**src/rtl/oclib_axim_to_axil_burst.sv**
```systemverilog
//==============================================================================
// Module   : oclib_axim_to_axil_burst
// Purpose  : AXI4 burst to AXI-Lite bridge, one AXI-Lite transaction per beat.
//            Optional macro: OCLIB_AXIM_TO_AXIL_4K_CHECK_EN (4 KB crossing check)
// Revision : 1.0 - initial release
//==============================================================================
`default_nettype none

package oclib_pkg;
    typedef struct packed {
        logic [3:0]  id;
        logic [31:0] addr;
        logic [7:0]  len;
        logic [2:0]  size;
        logic [1:0]  burst;
        logic        lock;
        logic [3:0]  cache;
        logic [2:0]  prot;
        logic        valid;
    } axi4_a_s;

    typedef struct packed {
        logic [31:0] data;
        logic [3:0]  strb;
        logic        last;
        logic        valid;
    } axi4_w_s;

    typedef struct packed {
        axi4_a_s aw;
        axi4_w_s w;
        axi4_a_s ar;
        logic    bready;
        logic    rready;
    } axi4m_32_s;

    typedef struct packed {
        logic [3:0] id;
        logic [1:0] resp;
        logic       valid;
    } axi4_b_s;

    typedef struct packed {
        logic [3:0]  id;
        logic [31:0] data;
        logic [1:0]  resp;
        logic        last;
        logic        valid;
    } axi4_r_s;

    typedef struct packed {
        logic    awready;
        logic    wready;
        logic    arready;
        axi4_b_s b;
        axi4_r_s r;
    } axi4m_32_fb_s;

    typedef struct packed {
        logic [31:0] addr;
        logic [2:0]  prot;
        logic        valid;
    } axil_a_s;

    typedef struct packed {
        logic [31:0] data;
        logic [3:0]  strb;
        logic        valid;
    } axil_w_s;

    typedef struct packed {
        axil_a_s aw;
        axil_w_s w;
        axil_a_s ar;
        logic    bready;
        logic    rready;
    } axil_32_s;

    typedef struct packed {
        logic        awready;
        logic        wready;
        logic        arready;
        logic        bvalid;
        logic [1:0]  bresp;
        logic        rvalid;
        logic [31:0] rdata;
        logic [1:0]  rresp;
    } axil_32_fb_s;
endpackage

module oclib_axim_to_axil_burst #(
    parameter type InType    = oclib_pkg::axi4m_32_s,
    parameter type InFbType  = oclib_pkg::axi4m_32_fb_s,
    parameter type OutType   = oclib_pkg::axil_32_s,
    parameter type OutFbType = oclib_pkg::axil_32_fb_s,
    parameter int  AddrWidth = 32,
    parameter int  DataWidth = 32
) (
    input  logic     clock,
    input  logic     reset,
    input  InType    in,
    output InFbType  inFb,
    output OutType   out,
    input  OutFbType outFb
);

    localparam logic [1:0] c_okay     = 2'b00;
    localparam logic [1:0] c_exokay   = 2'b01;
    localparam logic [1:0] c_slverr   = 2'b10;
    localparam logic [1:0] c_fixed    = 2'b00;
    localparam logic [1:0] c_incr     = 2'b01;
    localparam logic [2:0] c_max_size = 3'($clog2(DataWidth / 8));
    localparam int         c_idw      = $bits(in.aw.id);

    if (($bits(in.w.data) != DataWidth) || ($bits(outFb.rdata) != DataWidth)) begin : g_width_check
        $error("oclib_axim_to_axil_burst: DataWidth does not match the channel data width");
    end

    typedef enum logic [2:0] {
        W_IDLE  = 3'd0,
        W_DATA  = 3'd1,
        W_ISSUE = 3'd2,
        W_RESP  = 3'd3,
        W_DRAIN = 3'd4,
        W_B     = 3'd5
    } wstate_t;

    typedef enum logic [2:0] {
        R_IDLE  = 3'd0,
        R_ISSUE = 3'd1,
        R_WAIT  = 3'd2,
        R_BEAT  = 3'd3,
        R_ERR   = 3'd4
    } rstate_t;

    function automatic logic f_illegal(input logic [2:0] size, input logic [1:0] burst);
        return ((burst != c_fixed) && (burst != c_incr)) || (size > c_max_size);
    endfunction

    // INCR realigns to the beat size after the first (possibly unaligned) beat
    function automatic logic [AddrWidth-1:0] f_next_addr(input logic [AddrWidth-1:0] addr,
                                                         input logic [2:0] size,
                                                         input logic [1:0] burst);
        logic [AddrWidth-1:0] step;
        step = AddrWidth'(1) << size;
        if (burst == c_incr) begin
            return (addr & ~(step - AddrWidth'(1))) + step;
        end
        return addr;
    endfunction

    // EXOKAY folds to OKAY; the remaining codes are already ordered by severity
    function automatic logic [1:0] f_merge(input logic [1:0] acc, input logic [1:0] resp);
        logic [1:0] mapped;
        mapped = (resp == c_exokay) ? c_okay : resp;
        return (mapped > acc) ? mapped : acc;
    endfunction

`ifdef OCLIB_AXIM_TO_AXIL_4K_CHECK_EN
    function automatic logic f_cross_4k(input logic [11:0] addr, input logic [7:0] len,
                                        input logic [2:0] size, input logic [1:0] burst);
        logic [19:0] end_byte;
        end_byte = {8'd0, addr} + (({12'd0, len} + 20'd1) << size);
        return (burst == c_incr) && (end_byte > 20'd4096);
    endfunction
`endif

    logic w_aw_illegal;
    logic w_ar_illegal;

    always_comb begin
`ifdef OCLIB_AXIM_TO_AXIL_4K_CHECK_EN
        w_aw_illegal = f_illegal(in.aw.size, in.aw.burst) ||
                       f_cross_4k(in.aw.addr[11:0], in.aw.len, in.aw.size, in.aw.burst);
        w_ar_illegal = f_illegal(in.ar.size, in.ar.burst) ||
                       f_cross_4k(in.ar.addr[11:0], in.ar.len, in.ar.size, in.ar.burst);
`else
        w_aw_illegal = f_illegal(in.aw.size, in.aw.burst);
        w_ar_illegal = f_illegal(in.ar.size, in.ar.burst);
`endif
    end

    logic w_unused;
    assign w_unused = ^{in.aw.lock, in.aw.cache, in.w.last, in.ar.lock, in.ar.cache};

    // Write engine
    wstate_t                r_wstate;
    logic                   r_awready, r_wready, r_bvalid;
    logic                   r_lawvalid, r_lwvalid, r_lbready;
    logic [c_idw-1:0]       r_wid;
    logic [AddrWidth-1:0]   r_waddr;
    logic [7:0]             r_wlen, r_wbeat;
    logic [2:0]             r_wsize, r_wprot;
    logic [1:0]             r_wburst, r_bresp;
    logic [DataWidth-1:0]   r_wdata;
    logic [DataWidth/8-1:0] r_wstrb;

    always_ff @(posedge clock or posedge reset) begin
        if (reset) begin
            r_wstate   <= W_IDLE;
            r_awready  <= 1'b0;
            r_wready   <= 1'b0;
            r_bvalid   <= 1'b0;
            r_lawvalid <= 1'b0;
            r_lwvalid  <= 1'b0;
            r_lbready  <= 1'b0;
            r_wid      <= '0;
            r_waddr    <= '0;
            r_wlen     <= '0;
            r_wbeat    <= '0;
            r_wsize    <= '0;
            r_wprot    <= '0;
            r_wburst   <= '0;
            r_bresp    <= c_okay;
            r_wdata    <= '0;
            r_wstrb    <= '0;
        end else begin
            case (r_wstate)
                W_IDLE: begin
                    r_awready <= 1'b1;
                    if (in.aw.valid && r_awready) begin
                        r_awready <= 1'b0;
                        r_wready  <= 1'b1;
                        r_wid     <= in.aw.id;
                        r_waddr   <= in.aw.addr[AddrWidth-1:0];
                        r_wlen    <= in.aw.len;
                        r_wsize   <= in.aw.size;
                        r_wburst  <= in.aw.burst;
                        r_wprot   <= in.aw.prot;
                        r_wbeat   <= '0;
                        if (w_aw_illegal) begin
                            r_bresp  <= c_slverr;
                            r_wstate <= W_DRAIN;
                        end else begin
                            r_bresp  <= c_okay;
                            r_wstate <= W_DATA;
                        end
                    end
                end
                W_DATA: begin
                    if (in.w.valid && r_wready) begin
                        r_wready   <= 1'b0;
                        r_wdata    <= in.w.data;
                        r_wstrb    <= in.w.strb;
                        r_lawvalid <= 1'b1;
                        r_lwvalid  <= 1'b1;
                        r_wstate   <= W_ISSUE;
                    end
                end
                W_ISSUE: begin
                    if (outFb.awready) r_lawvalid <= 1'b0;
                    if (outFb.wready)  r_lwvalid  <= 1'b0;
                    if ((!r_lawvalid || outFb.awready) && (!r_lwvalid || outFb.wready)) begin
                        r_lbready <= 1'b1;
                        r_wstate  <= W_RESP;
                    end
                end
                W_RESP: begin
                    if (outFb.bvalid && r_lbready) begin
                        r_lbready <= 1'b0;
                        r_bresp   <= f_merge(r_bresp, outFb.bresp);
                        if (r_wbeat == r_wlen) begin
                            r_bvalid <= 1'b1;
                            r_wstate <= W_B;
                        end else begin
                            r_wbeat  <= r_wbeat + 8'd1;
                            r_waddr  <= f_next_addr(r_waddr, r_wsize, r_wburst);
                            r_wready <= 1'b1;
                            r_wstate <= W_DATA;
                        end
                    end
                end
                W_DRAIN: begin
                    if (in.w.valid && r_wready) begin
                        if (r_wbeat == r_wlen) begin
                            r_wready <= 1'b0;
                            r_bvalid <= 1'b1;
                            r_wstate <= W_B;
                        end else begin
                            r_wbeat <= r_wbeat + 8'd1;
                        end
                    end
                end
                W_B: begin
                    if (in.bready) begin
                        r_bvalid <= 1'b0;
                        r_wstate <= W_IDLE;
                    end
                end
                default: r_wstate <= W_IDLE;
            endcase
        end
    end

    // Read engine
    rstate_t              r_rstate;
    logic                 r_arready, r_rvalid, r_rlast;
    logic                 r_larvalid, r_lrready;
    logic [c_idw-1:0]     r_rid;
    logic [AddrWidth-1:0] r_raddr;
    logic [7:0]           r_rlen, r_rbeat;
    logic [2:0]           r_rsize, r_rprot;
    logic [1:0]           r_rburst, r_rresp;
    logic [DataWidth-1:0] r_rdata;

    always_ff @(posedge clock or posedge reset) begin
        if (reset) begin
            r_rstate   <= R_IDLE;
            r_arready  <= 1'b0;
            r_rvalid   <= 1'b0;
            r_rlast    <= 1'b0;
            r_larvalid <= 1'b0;
            r_lrready  <= 1'b0;
            r_rid      <= '0;
            r_raddr    <= '0;
            r_rlen     <= '0;
            r_rbeat    <= '0;
            r_rsize    <= '0;
            r_rprot    <= '0;
            r_rburst   <= '0;
            r_rresp    <= c_okay;
            r_rdata    <= '0;
        end else begin
            case (r_rstate)
                R_IDLE: begin
                    r_arready <= 1'b1;
                    if (in.ar.valid && r_arready) begin
                        r_arready <= 1'b0;
                        r_rid     <= in.ar.id;
                        r_raddr   <= in.ar.addr[AddrWidth-1:0];
                        r_rlen    <= in.ar.len;
                        r_rsize   <= in.ar.size;
                        r_rburst  <= in.ar.burst;
                        r_rprot   <= in.ar.prot;
                        r_rbeat   <= '0;
                        if (w_ar_illegal) begin
                            r_rvalid <= 1'b1;
                            r_rdata  <= '0;
                            r_rresp  <= c_slverr;
                            r_rlast  <= (in.ar.len == 8'd0);
                            r_rstate <= R_ERR;
                        end else begin
                            r_larvalid <= 1'b1;
                            r_rstate   <= R_ISSUE;
                        end
                    end
                end
                R_ISSUE: begin
                    if (outFb.arready) begin
                        r_larvalid <= 1'b0;
                        r_lrready  <= 1'b1;
                        r_rstate   <= R_WAIT;
                    end
                end
                R_WAIT: begin
                    if (outFb.rvalid) begin
                        r_lrready <= 1'b0;
                        r_rdata   <= outFb.rdata;
                        r_rresp   <= outFb.rresp;
                        r_rlast   <= (r_rbeat == r_rlen);
                        r_rvalid  <= 1'b1;
                        r_rstate  <= R_BEAT;
                    end
                end
                R_BEAT: begin
                    if (in.rready) begin
                        r_rvalid <= 1'b0;
                        if (r_rlast) begin
                            r_rstate <= R_IDLE;
                        end else begin
                            r_raddr    <= f_next_addr(r_raddr, r_rsize, r_rburst);
                            r_rbeat    <= r_rbeat + 8'd1;
                            r_larvalid <= 1'b1;
                            r_rstate   <= R_ISSUE;
                        end
                    end
                end
                R_ERR: begin
                    if (in.rready) begin
                        if (r_rlast) begin
                            r_rvalid <= 1'b0;
                            r_rstate <= R_IDLE;
                        end else begin
                            r_rbeat <= r_rbeat + 8'd1;
                            r_rlast <= ((r_rbeat + 8'd1) == r_rlen);
                        end
                    end
                end
                default: r_rstate <= R_IDLE;
            endcase
        end
    end

    always_comb begin
        inFb           = '0;
        inFb.awready   = r_awready;
        inFb.wready    = r_wready;
        inFb.arready   = r_arready;
        inFb.b.valid   = r_bvalid;
        inFb.b.id      = r_wid;
        inFb.b.resp    = r_bresp;
        inFb.r.valid   = r_rvalid;
        inFb.r.id      = r_rid;
        inFb.r.data    = r_rdata;
        inFb.r.resp    = r_rresp;
        inFb.r.last    = r_rlast;

        out            = '0;
        out.aw.valid   = r_lawvalid;
        out.aw.addr    = 32'(r_waddr);
        out.aw.prot    = r_wprot;
        out.w.valid    = r_lwvalid;
        out.w.data     = r_wdata;
        out.w.strb     = r_wstrb;
        out.bready     = r_lbready;
        out.ar.valid   = r_larvalid;
        out.ar.addr    = 32'(r_raddr);
        out.ar.prot    = r_rprot;
        out.rready     = r_lrready;
    end

endmodule

`default_nettype wire
```
**config.mk**
```make
export PLATFORM = sky130hd
export DESIGN_NAME = oclib_axim_to_axil_burst
export DESIGN_NICKNAME = d
export VERILOG_FILES = /design/src/rtl/oclib_axim_to_axil_burst.sv
export SDC_FILE = /design/constraint.sdc
export NUM_CORES = 1
export LEC_CHECK = 0
export BUFFER_PORTS_ARGS = -buffer_cell sky130_fd_sc_hd__buf_2
export CORE_MARGIN = 4
export CORE_UTILIZATION = 25
export CTS_BUF_LIST = sky130_fd_sc_hd__clkbuf_2
export CTS_CLUSTER_SIZE = 28
export DETAILED_ROUTE_END_ITERATION = 8
export HOLD_SLACK_MARGIN = 0.15
export SKIP_CTS_REPAIR_TIMING = 1
export SYNTH_ARGS = -nofsm -noshare
export SYNTH_HDL_FRONTEND = slang
export SYNTH_SLANG_ARGS = --single-unit
```
**constraint.sdc**
```tcl
create_clock -name clock -period 8.4 [get_ports clock]
set_input_delay 1.68 -clock clock [delete_from_list [all_inputs] [get_ports clock]]
set_output_delay 1.68 -clock clock [all_outputs]
set_load 0.01 [all_outputs]
```
; ---- Yosys cells after proc, flatten, opt, wreduce, memory -nomap -nowiden
; Cells that the tools add are included.
[totals]
reg_bits = 209
input_bits = 199
output_inout_bits = 161
word_cells = 246
[op_classes]
add_sub_neg = 6
order_cmp = 3
n_eq_ne = 41
n_shift = 2
n_mux = 106
n_bitwise = 4
n_reduce_logical = 52
[ops]
columns = operator, count
row1 = 32-bit 2-to-1 mux, 13
row2 = 32-bit case mux with 2 select lines, 3
row3 = 32-bit adder, 2
row4 = 32-bit AND, 2
row5 = 32-bit inverter, 2
row6 = "1-bit by 3-bit left shift with 32-bit output, first input constant", 2
row7 = "32-bit by 1-bit subtractor with 32-bit output, second input constant", 2
row8 = 8-bit 2-to-1 mux, 7
row9 = 3-bit 2-to-1 mux, 16
row10 = "2-bit != test, second input constant", 23
row11 = 1-bit 2-to-1 mux, 44
row12 = 8-bit equality test, 3
row13 = 8-bit case mux with 3 select lines, 1
row14 = 7-bit AND reduction, 3
row15 = 4-bit AND reduction, 5
row16 = 3-bit case mux with 6 select lines, 1
row17 = 2-bit nonzero test, 9
row18 = "8-bit by 1-bit adder with 8-bit output, second input constant", 2
row19 = 2-bit 2-to-1 mux, 8
row20 = 8-bit case mux with 2 select lines, 1
row21 = 3-bit case mux with 5 select lines, 1
row22 = 5-bit AND reduction, 3
row23 = "3-bit by 2-bit equality test with 1-bit output, second input constant", 4
row24 = 3-bit AND reduction, 4
row25 = 20 further kinds, 53

; ---- Logic depth before layout (Yosys ltp)
; Gate-level depths: netlist (run 1).
[logic_depth]
word_depth = 10
depth_mapped = 16
ltp_nobuf = 12

; ---- Worst setup path before layout (run 1)
; No wires, ideal clock.
[synth_path]
path_type = input port to flip-flop
from = input in[14] (netlist name)
to = register r_rdata[16]
setup_ns = 0.083
arrival_ns = 3.125
required_ns = 8.317
slack_ns = 5.192
cell_stages = 9
n_path_buf = 3
cell_sequence = a211oi_1 nor3_1 a21oi_1 or3_1 clkbuf_1 clkbuf_1 buf_2 nand2_1 o21ai_0
[synth_between]
elab_chain_len = 4
[synth_rtl]
columns = item, line
row1 = from (decl), 101  ; input InType in,
row2 = 3-bit by 2-bit > comparator with 1-bit output, 137  ; return ((burst != c_fixed) && (burst != c_incr)) || (size > c_max_size);
row3 = 1-bit logical OR, 137
row4 = 2-bit != test (no line), n/a
row5 = 4-bit AND reduction (no line), n/a
row6 = to (signal assigned), 358  ; r_rdata <= outFb.rdata;
row7 = to (decl), 304  ; logic [DataWidth-1:0] r_rdata;
; Every way passes these cells.
; A chain may end at the register's enable or synchronous reset.

; ---- Worst setup path in the final report (run 1)
[layout_path]
from = register r_wsize[1]
to = register r_waddr[24]
[layout_between]
elab_chain_len = 10
[layout_rtl]
columns = item, line
row1 = from (decl), 193  ; logic [2:0] r_wsize, r_wprot;
row2 = from (signal assigned), 227  ; r_wsize <= in.aw.size;
row3 = 1-bit by 3-bit left shift with 32-bit output *, 145  ; step = AddrWidth'(1) << size;
row4 = 32-bit by 1-bit subtractor with 32-bit output, 147  ; return (addr & ~(step - AddrWidth'(1))) + step;
row5 = 32-bit inverter, 147
row6 = 32-bit AND, 147
row7 = 32-bit adder *, 147
row8 = 32-bit 2-to-1 mux *, 146  ; if (burst == c_incr) begin
row9 = 32-bit 2-to-1 mux *, 149  ; return addr;
row10 = 32-bit 2-to-1 mux *, 262  ; if (r_wbeat == r_wlen) begin
row11 = 32-bit 2-to-1 mux *, 259  ; if (outFb.bvalid && r_lbready) begin
row12 = 32-bit case mux with 2 select lines *, 218  ; case (r_wstate)
row13 = to (signal assigned), 225  ; r_waddr <= in.aw.addr[AddrWidth-1:0];
row14 = to (signal assigned), 267  ; r_waddr <= f_next_addr(r_waddr, r_wsize, r_wburst);
row15 = to (decl), 191  ; logic [AddrWidth-1:0] r_waddr;
; Mark *: on every way between the ends. The rest lies on a longest branch, timed or not. The select of a mux whose other input is x is not followed.

==> reports/summary.txt, run 1 <==
status - complete, no violations
Rel. slew slack - 0.223
reg2reg path depth - 11
Sw Share - 0.447
slowest CP cell - or2_0
clk root buf - clkbuf_2
TNS Setup - 0 ns
Hold EP - r_rburst[0]
Syn. warnings - 0
Worst-path clk slew - 0.09 ns
Crit. path cell count - 11
terminus of the critical flop-to-flop path - r_waddr[24]
worst vdd ir - 0.000131 V
estimated wirelength of the detail-placed design - 26.7 mm
MaxCap Viol Count - 0
Routed WL - 38.1 mm
share of layout cells above drive strength 1 - 0.308
cell count after synthesis - 1367
hold path cells - 2
via count - 11600
worst-skew pair later-pin latency - 0.94 ns
CP top delay family - simple AND/OR/NAND/NOR gates
Synth cell types - 83
NetSw - 2.05 mW
cell-internal power - 2.54 mW
asr flop ratio synth - 1.00
combinational group share of total power - 0.420
vias in the first global route - 11300
Buffers & Inverters on Critical Path - 1
post-DR vias/cell - 4.96
first-pass GRT wire length - 59.7 mm
Synth Flop Type - dfrtp_1
# clock sinks - 209
initial antenna violation count - 5
Clock Path Buffers - 3
startpoint types - flip-flop
max incr delay on CP - 0.83 ns
hold crit path type - reg -> reg
Hold Slack - 0.477 ns
drc violations - 0
gr usage total - 0.143
total die area - 51000 sq um
EDFF count, synth - 0
Worst Path Arrival - 4.98 ns
WP data required - 9.21 ns
Slew Viols, Final - 0
hold_sp - r_rburst[0]
static leakage power - 6.77 nW
Net Count, Synth - 1578
Setup Skew - 0.0567 ns
# fillers - 5052
Post-layout nets - 1898
H-tree depth - 3
actual slew at the worst max-slew pin - 1.16 ns
critical-path cell list - nand2_1 -> nor2_1 -> inv_1 -> ha_1 -> and2_1 -> ha_1 -> o21ai_0 -> a311oi_1 -> or2_0 -> a311oi_1 -> nor3_1
number of buffers created by CTS - 67
port buffer count - 348
P per Cell Area - 316 nW/um^2
initial core utilization - 0.254
fin crit share - 0.497
Flop pwr share - 0.406
CP Max Fanout - 24
Die Span X - 226 um
final hold violations - 0
RSZ-0062 raised after global routing - no
RR Startpoint - r_wsize[1]
DRT antenna net count - 0
TritonCTS clock tree - yes
Clk pwr share - 0.174
Avg Cell Area, Syn - 8.68 sq um
Crit Path Class - reg -> reg
Seq/Total Area, Yosys - 0.441
largest net degree at the start of global routing - 110
GR Overflow Total - 0
io pins - 360
Worst Slack Setup Final - 4.23 ns
Synth Register Bits - 209
wire length per cell - 16.3 um
core area - 46800 sq um
Synth Cell Area - 11900 sq um
TritonRoute pass-1 iters - 5
dpl ws - 3.93 ns
Layout area overhead - 22.4%
Max Clk Rate - 0.240 GHz
row count - 79
slack of the worst reg-to-reg path - 4.23 ns
CP Capture Type - flip-flop
Final setup viols - 0
Die H - 226 um
GP Congestion - 0.856
Period minus WS final - 4.17 ns
DR iter-0 viols - 627
==> registers in the layout, indices dropped and copies added, names as in the netlist, 3 cells and up <==
signal    cells
r_raddr      32
r_rbeat       8
r_rdata      32
r_rid         4
r_rlen        8
r_rprot       3
r_rsize       3
r_rstate      3
r_waddr      32
r_wbeat       8
r_wdata      32
r_wid         4
r_wlen        8
r_wprot       3
r_wsize       3
r_wstate      3
r_wstrb       4
==> synthesized netlist by cell type (all sizes together) (7+ instances only) <==
| cell type | count | area share |
|---|---|---|
| nand2 | 283 | 0.090 |
| dfrtp | 209 | 0.44 |
| o21ai | 98 | 0.041 |
| nor2 | 90 | 0.028 |
| a21oi | 61 | 0.027 |
| clkbuf | 61 | 0.019 |
| buf | 48 | 0.025 |
| nand3 | 38 | 0.016 |
| mux2 | 37 | 0.035 |
| nor3 | 36 | 0.016 |
| a31oi | 29 | 0.015 |
| inv | 23 | 0.0073 |
| and3 | 22 | 0.012 |
| xor2 | 21 | 0.015 |
| o22ai | 16 | 0.0084 |
| a311oi | 15 | 0.011 |
| nand4 | 15 | 0.0079 |
| nor4 | 15 | 0.0079 |
| o211ai | 15 | 0.010 |
| xnor2 | 15 | 0.011 |
| and2 | 14 | 0.0074 |
| ha | 12 | 0.013 |
| nand2b | 12 | 0.0063 |
| nand3b | 12 | 0.0086 |
| or3 | 12 | 0.0063 |
| a211oi | 11 | 0.0074 |
| nor2b | 10 | 0.0053 |
| a22oi | 9 | 0.0057 |
| o22a | 9 | 0.0066 |
| a21o | 8 | 0.0051 |
| a31o | 8 | 0.0059 |
| and4 | 8 | 0.0059 |
| o31ai | 8 | 0.0051 |
| nor3b | 7 | 0.0044 |
| or2 | 7 | 0.0037 |
==> placed cells by master, fill, tap and decap left out, types with 5 or more instances in the layout <==
cell type	n
nand2b_1	12
and3_1	22
a211o_1	5
nor3b_1	6
or2_2	5
nand4_1	15
a22oi_1	9
nor4_1	15
clkinv_1	10
dfrtp_1	209
o22a_1	9
a31oi_1	29
o22ai_1	16
a21o_1	8
nor2_1	90
o21ai_0	94
mux2_2	37
buf_4	11
o31ai_1	8
ha_1	12
xor2_1	21
buf_2	348
a211oi_1	10
clkbuf_2	94
nor2b_1	9
and4_1	8
o211ai_1	13
o21a_1	5
nand2_1	283
and2_1	14
nor3_1	32
a311oi_1	15
a31o_2	8
nand3_1	38
nand3b_1	11
xnor2_1	15
inv_1	22
or3_1	11
a21oi_1	59
==> metrics by stage <==
step | utilization | area [sq um] | power, mW | std cells
finish | 0.311 | 14500 | 4.60 | 2336
global route | 0.311 | 14500 | 4.99 | 2334
CTS | 0.311 | 14500 | 4.66 | 2332
detailed placement | 0.299 | 14000 | 3.82 | 2225
global placement | 0.299 | 14000 | 3.76 | 2225
floorplan | - | 11900 | 3.13 | 1367
==> worst min-delay path, delay by kind of cell, from the launching register on <==
family           cells  cell delay [ns]
and+or+nand+nor      2             0.10
DFF                  1             0.35
==> layout make-up <==
type	instances	area (sq um)	area share
inverters	23	93.8	0.00646
clock buffers	94	470	0.0324
diodes	4	10.0	0.000689
clock inverters	13	77.6	0.00534
well taps	607	759	0.0523
flip-flops and latches	209	5230	0.360
repair buffers	360	1840	0.127
multi-input cells	1026	6050	0.416
==> kinds of logic after synthesis <==
kind of cell,count (synthesis),share of synthesized area
compound gates,342,0.193
xor+xnor,36,0.0266
fa+ha+maj,12,0.0126
buf+inv,132,0.0517
flops,209,0.441
mux,40,0.0376
simple gates,596,0.238
==> worst max path at each step <==
stage	from	endpoint	slack (ns)
after global routing	r_wsize[1]	r_waddr[26]	3.83
after global placement	in[2]	r_raddr[15]	3.94
after floorplan	reset	r_arready	1.01
after CTS	r_wsize[1]	r_waddr[26]	4.27
final	r_wsize[1]	r_waddr[24]	4.23
after detailed placement	in[2]	r_raddr[15]	3.93
==> metal layers <==
layer  up-vias  track usage  share of wire  routed length [um]
met4         4       0.0591          0.025                 965
met2       434        0.224           0.47               17800
met5         -            0        0.00055                  21
met3        71       0.0480          0.085                3250
met1      5523        0.181           0.42               16000
li1       5556            -              -                   -
==> power groups by stage <==
stage                     clock [mW]  combinational (mW)  sequential, mW
after floorplan                    0                1.32            1.81
after global placement             0                1.91            1.85
after detailed placement           0                1.95            1.87
after CTS                      0.854                1.95            1.86
after global routing           0.905                2.16            1.93
final                          0.798                1.93            1.87
(Power assumes the default switching activity.)
==> run 2: changes to the inputs <==
clock period = 4.1 ns   (was 8.4 ns; I/O delays follow)
==> run 2 against run 1 <==
Die area is the same. Via count grew 6.5%. Largest cell class unchanged. Setup slack lost 3.6 ns. Clock-buffer cell count grew 1. Maximum frequency grew 21%.
==> reports/summary.txt, run 2 (synthesis results as in run 1) <==
number of buffers created by CTS - 60
startpoint types - flip-flop
Clock Path Buffers - 3
Worst Slack Setup Final - 0.641 ns
largest net degree at the start of global routing - 94
initial core utilization - 0.254
GR Overflow Total - 0
M1 GR Usage - 0.184
Period minus WS final - 3.46 ns
Slew Viols, Final - 0
MaxCap Viol Count - 0
DRT antenna net count - 0
slack of the worst reg-to-reg path - 0.64 ns
port buffer count - 348
hold crit path type - in -> reg
P per Cell Area - 589 nW/um^2
Worst-path clk slew - 0.11 ns
busiest layer in global routing - met2
first-pass GRT wire length - 60.9 mm
CP Capture Type - flip-flop
CP Max Fanout - 7
wire length per cell - 16.1 um
Hold Slack - 0.258 ns
max incr delay on CP - 0.80 ns
TritonRoute pass-1 iters - 5
core area - 46800 sq um
status - complete, no violations
worst-skew pair later-pin latency - 0.99 ns
vias in the first global route - 11500
fin crit share - 0.844
Util after Layout - 0.351
commonest non-fill, non-tap cells in the layout - buf_2 (348), nand2_1 (283), dfrtp_1 (209)
worst vdd ir - 0.000250 V
estimated wirelength of the detail-placed design - 27.7 mm
total power - 9.66 mW
critical-path cell list - nand2_1 -> nor2_1 -> inv_1 -> ha_1 -> and2_1 -> ha_1 -> and4b_1 -> a21oi_1 -> o21ai_0 -> o21ai_0 -> o221ai_1 -> a21oi_1
hold path cells - 5
clk root buf - clkbuf_2
dpl ws - 0.770 ns
placed cells - 2243
Die H - 226 um
final hold violations - 0
RSZ-0062 raised after global routing - no
Post-layout nets - 2079
Crit Path Class - reg -> reg
met2 Track Usage GR - 0.237
actual slew at the worst max-slew pin - 0.926 ns
gr usage total - 0.145
Die Span X - 226 um
WP data required - 4.98 ns
Rel. slew slack - 0.376
total die area - 51000 sq um
TNS Setup - 0 ns
Crit. path cell count - 12
# clock sinks - 209
Buffers & Inverters on Critical Path - 1
row count - 79
DR iter-0 viols - 616
slowest CP cell - o21ai_0
reg2reg path depth - 12
most common cell after layout, fill and taps aside - buf_2
Worst Path Arrival - 4.34 ns
via count - 12300
Final setup viols - 0
H-tree depth - 2
Area after DPL - 14100 sq um
drc violations - 0
Max Clk Rate - 0.289 GHz
CP top delay family - compound AO/OA/AOI/OAI gates
static leakage power - 7.58 nW
post-route cell area - 16400 sq um
GP Congestion - 0.854
Layout area overhead - 38.2%
post-DR vias/cell - 4.88
Routed WL - 40.7 mm
io pins - 360
met3 Use GR - 0.0419
Setup Skew - 0.0940 ns
Layout Cells excl Fill - 2529
share of layout cells above drive strength 1 - 0.288
initial antenna violation count - 4
TritonCTS clock tree - yes
## run 2: final timing paths
kind | startpoint | endpoint
max | r_wsize[1] | r_waddr[16]
min | in[50] | r_raddr[26]
max reg2reg | r_wsize[1] | r_waddr[16]
min reg2reg | r_wid[3] | r_wid[3]
max in group asynchronous | reset | r_rdata[18]
min in group asynchronous | reset | r_rprot[1]
## run 2: final cells by class
type                    instances  area [sq um]
fillers                      4761         30400
flip-flops and latches        209          5230
diodes                          4          10.0
clock inverters                17          97.6
repair buffers                548          3690
multi-input cells            1026          6050
well taps                     607           759
clock buffers                  95           475
inverters                      23          90.1
## run 2: worst register-to-register path, delay by kind of cell, from the launching register on
kind                     cells  cell delay (ns)
adder cells (fa/ha/maj)      2             0.62
flip-flops                   1             0.39
buffers and inverters        1             0.06
AO/OA/AOI/OAI                5             1.63
AND/OR/NAND/NOR              4             0.68
## run 2: where the power goes
group,total [mW],switching [mW],internal (mW),leakage (nW)
combinational,4.27,2.40,1.87,4.55
clock,1.66,0.979,0.679,0.441
sequential,3.73,0.900,2.83,2.58
## run 2: routing by layer
metal | routed length [um] | part of all wire
met3 | 3000 | 0.074
met5 | 21 | 0.00052
met2 | 19900 | 0.49
met1 | 16800 | 0.41
met4 | 996 | 0.024
